<file path="config.mk">
export PLATFORM = sky130hd
export DESIGN_NAME = multicycle_control
export DESIGN_NICKNAME = d
export VERILOG_FILES = /design/src/rtl/multicycle_control.sv
export SDC_FILE = /design/constraint.sdc
export NUM_CORES = 1
export LEC_CHECK = 0
export ABC_CLOCK_PERIOD_IN_PS = 1400
export CAP_MARGIN = 0
export CORE_MARGIN = 5
export CORE_UTILIZATION = 31
export DETAILED_ROUTE_END_ITERATION = 8
export PLACE_DENSITY = 0.73
export SKIP_CTS_REPAIR_TIMING = 1
export SLEW_MARGIN = 15
export SYNTH_ARGS = -nofsm -noshare
export SYNTH_HDL_FRONTEND = slang
export SYNTH_SLANG_ARGS = --single-unit
</file>
<file path="constraint.sdc">
create_clock -name clk -period 1.4 [get_ports clk]
set_input_delay 0.14 -clock clk [delete_from_list [all_inputs] [get_ports clk]]
set_output_delay 0.14 -clock clk [all_outputs]
set_load 0.01 [all_outputs]
</file>
<file path="src/rtl/multicycle_control.sv">
// Main control FSM for the multicycle MIPS datapath.
// Moore outputs are decoded from the state register and held at 0 while reset is high.
module multicycle_control #(
    parameter logic [5:0] OP_RTYPE = 6'b000000,
    parameter logic [5:0] OP_LW    = 6'b100011,
    parameter logic [5:0] OP_SW    = 6'b101011,
    parameter logic [5:0] OP_BEQ   = 6'b000100,
    parameter logic [5:0] OP_J     = 6'b000010
) (
    input  logic       clk,
    input  logic       reset,
    input  logic [5:0] Op,
    output logic       PCWrite,
    output logic       PCWriteCond,
    output logic       IorD,
    output logic       MemRead,
    output logic       MemWrite,
    output logic       MemtoReg,
    output logic       IRWrite,
    output logic [1:0] PCSource,
    output logic       ALUOp1,
    output logic       ALUOp0,
    output logic [1:0] ALUSrcB,
    output logic       ALUSrcA,
    output logic       RegWrite,
    output logic       RegDst,
    output logic [3:0] state
);

    typedef enum logic [3:0] {
        S_FETCH   = 4'd0,
        S_DECODE  = 4'd1,
        S_MEMADDR = 4'd2,
        S_MEMRD   = 4'd3,
        S_MEMWB   = 4'd4,
        S_MEMWR   = 4'd5,
        S_EXECUTE = 4'd6,
        S_RWB     = 4'd7,
        S_BRANCH  = 4'd8,
        S_JUMP    = 4'd9
    } state_t;

    // Kept as a plain vector so the unused codes 10-15 stay representable.
    logic [3:0] r_state;
    state_t     w_next;

    always_ff @(posedge clk) begin
        if (reset) r_state <= S_FETCH;
        else       r_state <= w_next;
    end

    always_comb begin
        w_next = S_FETCH;
        case (state_t'(r_state))
            S_FETCH:  w_next = S_DECODE;
            S_DECODE: begin
                if (Op == OP_LW || Op == OP_SW) w_next = S_MEMADDR;
                else if (Op == OP_RTYPE)        w_next = S_EXECUTE;
                else if (Op == OP_BEQ)          w_next = S_BRANCH;
                else if (Op == OP_J)            w_next = S_JUMP;
                else                            w_next = S_FETCH;
            end
            // An opcode change after DECODE is outside the contract; fall back to FETCH.
            S_MEMADDR: begin
                if (Op == OP_LW)      w_next = S_MEMRD;
                else if (Op == OP_SW) w_next = S_MEMWR;
                else                  w_next = S_FETCH;
            end
            S_MEMRD:   w_next = S_MEMWB;
            S_EXECUTE: w_next = S_RWB;
            default:   w_next = S_FETCH;
        endcase
    end

    always_comb begin
        PCWrite     = 1'b0;
        PCWriteCond = 1'b0;
        IorD        = 1'b0;
        MemRead     = 1'b0;
        MemWrite    = 1'b0;
        MemtoReg    = 1'b0;
        IRWrite     = 1'b0;
        PCSource    = 2'b00;
        ALUOp1      = 1'b0;
        ALUOp0      = 1'b0;
        ALUSrcB     = 2'b00;
        ALUSrcA     = 1'b0;
        RegWrite    = 1'b0;
        RegDst      = 1'b0;
        state       = 4'd0;
        if (!reset) begin
            state = r_state;
            case (state_t'(r_state))
                S_FETCH: begin
                    MemRead = 1'b1;
                    IRWrite = 1'b1;
                    ALUSrcB = 2'b01;
                    PCWrite = 1'b1;
                end
                S_DECODE:  ALUSrcB = 2'b11;
                S_MEMADDR: begin
                    ALUSrcA = 1'b1;
                    ALUSrcB = 2'b10;
                end
                S_MEMRD: begin
                    MemRead = 1'b1;
                    IorD    = 1'b1;
                end
                S_MEMWB: begin
                    RegWrite = 1'b1;
                    MemtoReg = 1'b1;
                end
                S_MEMWR: begin
                    MemWrite = 1'b1;
                    IorD     = 1'b1;
                end
                S_EXECUTE: begin
                    ALUSrcA = 1'b1;
                    ALUOp1  = 1'b1;
                end
                S_RWB: begin
                    RegWrite = 1'b1;
                    RegDst   = 1'b1;
                end
                S_BRANCH: begin
                    ALUSrcA     = 1'b1;
                    ALUOp0      = 1'b1;
                    PCWriteCond = 1'b1;
                    PCSource    = 2'b01;
                end
                S_JUMP: begin
                    PCWrite  = 1'b1;
                    PCSource = 2'b10;
                end
                default: ;
            endcase
        end
    end

endmodule

</file>
==> impl_metrics.toml <==
[synth]
post_synth_edffs = 0
post_synthesis_instance_area_um2 = 430
area_share_of_and_or_nand_nor_cells_after_synthesis = 0.538
yosys.area.top_type = "dfxtp_1"
synth.area.top_cells = "dfxtp_1 (19%), nor2_1 (9.6%), buf_4 (7.0%), nor2b_1 (5.8%), nor3_1 (5.8%)"
synth.most_common_cell = "nor2_1"
synth_top_flop_cell = "dfxtp_1"
compound_gate_fraction_of_synth_area = 0.134
yosys-top-cells-count = "nor2_1 (11), nor3_1 (5)"
synth.top_cell.area_share = 0.186
mean_instance_size_in_the_synthesized_netlist_um2 = 6.83
synth_top_family_by_area = "simple AND/OR/NAND/NOR gates"
syn_inst = 63
synthMuxAreaShare = 0.0233
synthArstFlopShare = 0
syn-num-nets = 71
synth.lib_cells_used.distinct = 29
synth_xor_area_frac = 0.0203
number_of_warnings_printed_during_yosys_synthesis = 0
yosys_register_bits = 4
synthAdderAreaFrac = 0
sequential_share_of_the_synthesized_area = 0.186

[critical_path]
endpoint_kind = "output pin"
critical_path.cell_chain = "or3_4, nor3_4, or2_1, buf_2"
crit_path_max_incr_delay_ps = 400
critical-path-slowest-cell = "or3_4"
type_of_element_launching_the_critical_path = "register"
worst-endpoint-arrival_ps = 1420
critical_path_buf_inv_count = 1
worst-setup-path-type = "register to output pin"
critical-path-top-delay-family = "simple AND/OR/NAND/NOR gates"
worst-endpoint-required_ps = 1260
cp_max_fo = 4

[outcome]
run_status = "complete, but fails checks"
violations = "setup timing"

[clock_network]
cts_tree = "built"
htree_num_levels = 1
clock_latency_ps = 240
clkSinkCount = 4
clkTransAtPathRegs_ps = 40
clock_path_buffers = 2
tritoncts.num_buffers = 3
cts-root-buf = "clkbuf_4"

[detailed_routing]
detail_route.wirelength.met1_um = 660
dr_wl_met3_um = 159
count_of_routing_violations_after_the_opening_detailed_route_iteration = 10
vias_after_detailed_routing = 628
routed_via_density = 5.06
top_layer = "met4"
drtAntennaViolNets = 0
wire_per_inst_um = 13.4
routed_wl_um = 1670
dr_wl_met2_um = 831
firstDrtPassIters = 3
drc = 0

[timing]
timing_hold_violations_final = 0
final_critical_path_setup_slack_ps = -155
drv_slew = 0
worst-slew-pin-transition_ps = 371
final_period_minus_worst_setup_slack_ps = 1560
f_max_mhz = 643
grt_setup_unrepaired = "true"
clock_skew_after_layout_ps = 1.27
slew_headroom = 0.750
final_tns_setup_ps = -767
layout_worst_path_cycle_share = 1.11
report.final.setup_viol = 8

[cells_and_area]
drive_above_1_share = 0.550
area_growth_syn_to_layout_pct = 110
fin_cells = 124
max_flop_register = "r_state"
final_nets = 119
max_ffs_per_register = 4
reg.largest.list = "r_state x4"
n_antenna_cell = 0

[placed_design]
globalplace.congestion = 0.931
place.port_buffers = 27
dp_hpwl_um = 1300
placed_cells_incl_taps = 120

[die]
start_util = 0.331
rows = 13
die_area_um2 = 2230
coreArea_um2 = 1300
die_h_um = 47.3
die_w_um = 47.3
num_io_pins = 28

[global_route]
grt_first_pass_wirelength_um = 2530
aggregate_global_routing_overflow = 0
track_usage = 0.164
number_of_antenna_violations_at_the_first_check_in_global_routing = 0
first_global_vias = 634
grt_start_max_net_pins = 9

[flow_run]
cap_violations = 0

[power_and_ir_drop]
leakagePower_nw = 0.489
vdd_drop_max_mv = 0.351
power_density_relative_to_cell_area_nw_per_um2 = 459

[worst_hold_path]
min-delay-path-class = "primary input to register"
[power breakdown]
| part | switching [mW] | total (mW) | internal, mW | leakage [nW] |
|---|---|---|---|---|
| Combinational | 0.0684 | 0.151 | 0.0830 | 0.441 |
| Sequential | 0.00345 | 0.117 | 0.114 | 0.0347 |
| Clock | 0.0496 | 0.146 | 0.0961 | 0.0138 |
| Total | 0.121 | 0.414 | 0.293 | 0.489 |
[cells by family after synthesis]
kind of cell	count (synthesis)
AOI/OAI and AO/OA	10
DFF	4
and+or+nand+nor	40
buffers and inverters	7
muxes	1
xor gates and xnor gates	1
[tightest hold or removal path: stages]
cell and delay, ps:
dlymetal6s2s_1 140, or3_4 180, nor4_1 50
[path summary, 6_finish.rpt]
| path | from | endpoint | slack, ps | cells after the start |
|---|---|---|---|---|
| max | r_state[2]$_SDFF_PP0_ | PCWrite | -160 | 4 |
| max reg2reg | r_state[1]$_SDFF_PP0_ | r_state[0]$_SDFF_PP0_ | 30 | 4 |
| min | reset | r_state[3]$_SDFF_PP0_ | 320 | 3 |
| min reg2reg | r_state[3]$_SDFF_PP0_ | r_state[3]$_SDFF_PP0_ | 590 | 2 |
[area by class of cell]
cell class	count	area (um2)
Inverter	2	7.51
Multi-Input combinational cell	52	383
Tap cell	15	18.8
Sequential cell	4	88.8
Clock buffer	3	22.5
Timing Repair Buffer	48	382
Fill cell	119	399
[routing by layer]
layer | up-vias | global-route usage
met5 | - | 0
met4 | 0 | 0.0718
met3 | 2 | 0.0651
met2 | 24 | 0.299
met1 | 284 | 0.160
li1 | 318 | -
[through the flow]
| stage | utilization | hold slack [ps] | power [mW] | instance area [um2] | setup slack [ps] |
|---|---|---|---|---|---|
| global route | 0.693 | 349 | 0.453 | 902 | -231 |
| detailed placement | 0.645 | 685 | 0.266 | 840 | -532 |
| global placement | 0.645 | 685 | 0.264 | 840 | -492 |
| finish | 0.693 | 318 | 0.414 | 902 | -155 |
| floorplan | - | 319 | 0.174 | 435 | 5.76 |
| CTS | 0.663 | 598 | 0.416 | 862 | -602 |
[layout by cell type, fill, tap and decap left out, drive strengths merged, types with 2 or more instances in the layout]
cell / n
buf: 33
nor2: 11
clkdlybuf4s50: 6
dlymetal6s2s: 6
nor3: 6
clkbuf: 6
nor2b: 4
nand2: 4
a21oi: 4
dfxtp: 4
inv: 2
or2b: 2
a31oi: 2
nor4: 2
nand2b: 2
o21ai: 2
Power figures use the tool's default switching activity.
==> RTL change (same flow settings) <==
Reset style: asynchronous (`reset`), changed in one clocked block.
--- a/src/rtl/multicycle_control.sv
+++ b/src/rtl/multicycle_control.sv
@@ -44,7 +44,7 @@
     logic [3:0] r_state;
     state_t     w_next;
 
-    always_ff @(posedge clk) begin
+    always_ff @(posedge clk or posedge reset) begin
         if (reset) r_state <= S_FETCH;
         else       r_state <= w_next;
     end
Formal check against the unedited RTL: no difference found for any inputs over 10 cycles, from zero or initial values and one cycle with reset high; that may be too few to reach the edited logic, so the function may still have changed.
==> RTL change against the unedited design <==
- the flow still finishes with violations (negative setup slack)
- final area rose by 24%
- worst setup slack got worse by 0.065 ns
- via count grew 17%
- die area is 14% higher
- non-clock buffer count is 13 higher
- sequential cell count unchanged
- routed wire length increased by 32%
- area after synthesis increased by 18%
- synthesized cell count increased by 4.8%
- global-route usage decreased by 3.6 points
- largest cell class is now buffers
- highest routed layer unchanged
Power is not compared: it rests on default switching activity, and its combinational part moved more than twofold at a synthesized area within 25%.
==> RTL change: results (changes against the unedited design) <==
setup_path:
  path_max_fanout: 5  # +1
  r2r-start: "r_state[2]"
  cp_data_arrival_time_ns: 1.48  # +0.06 ns
  reg2reg_to: "r_state[0]"
  critPathCapture: "IorD"
  r2r_slack_ns: -0.01  # -0.04 ns
  cpPeakStageDelay_ns: 0.43  # +0.03 ns
  cp_top_family: "flip-flops"
timing:
  setup_viol: 14  # +6
  slew_headroom_pct: 77.4  # +2.4 points
  hold_ws_ns: 0.384  # +0.0663 ns
  setup_tns_ns: -1.61  # -0.842 ns
  setup_slack_ns: -0.221  # -0.0655 ns
  skew_ns: 0.00847  # +0.00719 ns
detailed_routing:
  dr.pass1.iters: 4  # +1
  vias_per_cell: 5.29  # +4.4%
layout:
  nNetsFinal: 133  # +12%
  drive_gt1_share_pct: 67.5  # +12 points
global_route:
  grt_pass1_wl_um: 2580  # +2.2%
  grt_max_degree: 13  # +4
  grt_use_total_pct: 12.8  # -3.6 points
synthesis:
  async_reset_ff_share_pct: 100  # +100 points
  syn_nets: 74  # +4.2%
  synth_top_area_cell: "dfrtp_1"
  netlist_top_cells_count: "5 x nand2b_1, 5 x nor3_1, 5 x nor4_1"
status:
  status: "complete, but fails checks"
  violations: "negative setup slack"
worst_hold_path:
  holdCritPathClass: "primary input to async pin"
RTL change: cell types whose count changed after synthesis, sizes merged, moves of 3 or more:
cell    delta
nor2       -7
dfxtp      -4
dfrtp      +4
nand2b     +3
nor4       +3
RTL change: final cells by class:
class	count	area, um^2
Timing Repair Buffer	61	490
Multi-Input combinational cell	51	467
Fill cell	94	403
Sequential cell	4	104
Clock buffer	3	22.5
Tap cell	16	20.0
Inverter	4	17.5
RTL change: cells by family (layout without fill, tap and decap cells):
kind of cell	after synthesis	after routing	share of synthesized area [%]
XOR/XNOR	3	3	5.17
AND/OR/NAND/NOR	40	40	51.2
flip-flops	4	4	19.7
buffers and inverters	11	68	12.3
AO/OA/AOI/OAI	8	8	11.6
RTL change: layer usage:
layer | vias to the layer above | track usage, % | wire length (um) | part of all wire (%)
met5 | - | 0 | 0 | 0
met4 | 0 | 6.38 | 28 | 1.3
met3 | 4 | 4.44 | 124 | 5.7
met2 | 37 | 21.5 | 1090 | 50
met1 | 344 | 14.1 | 947 | 43
li1 | 350 | - | - | -
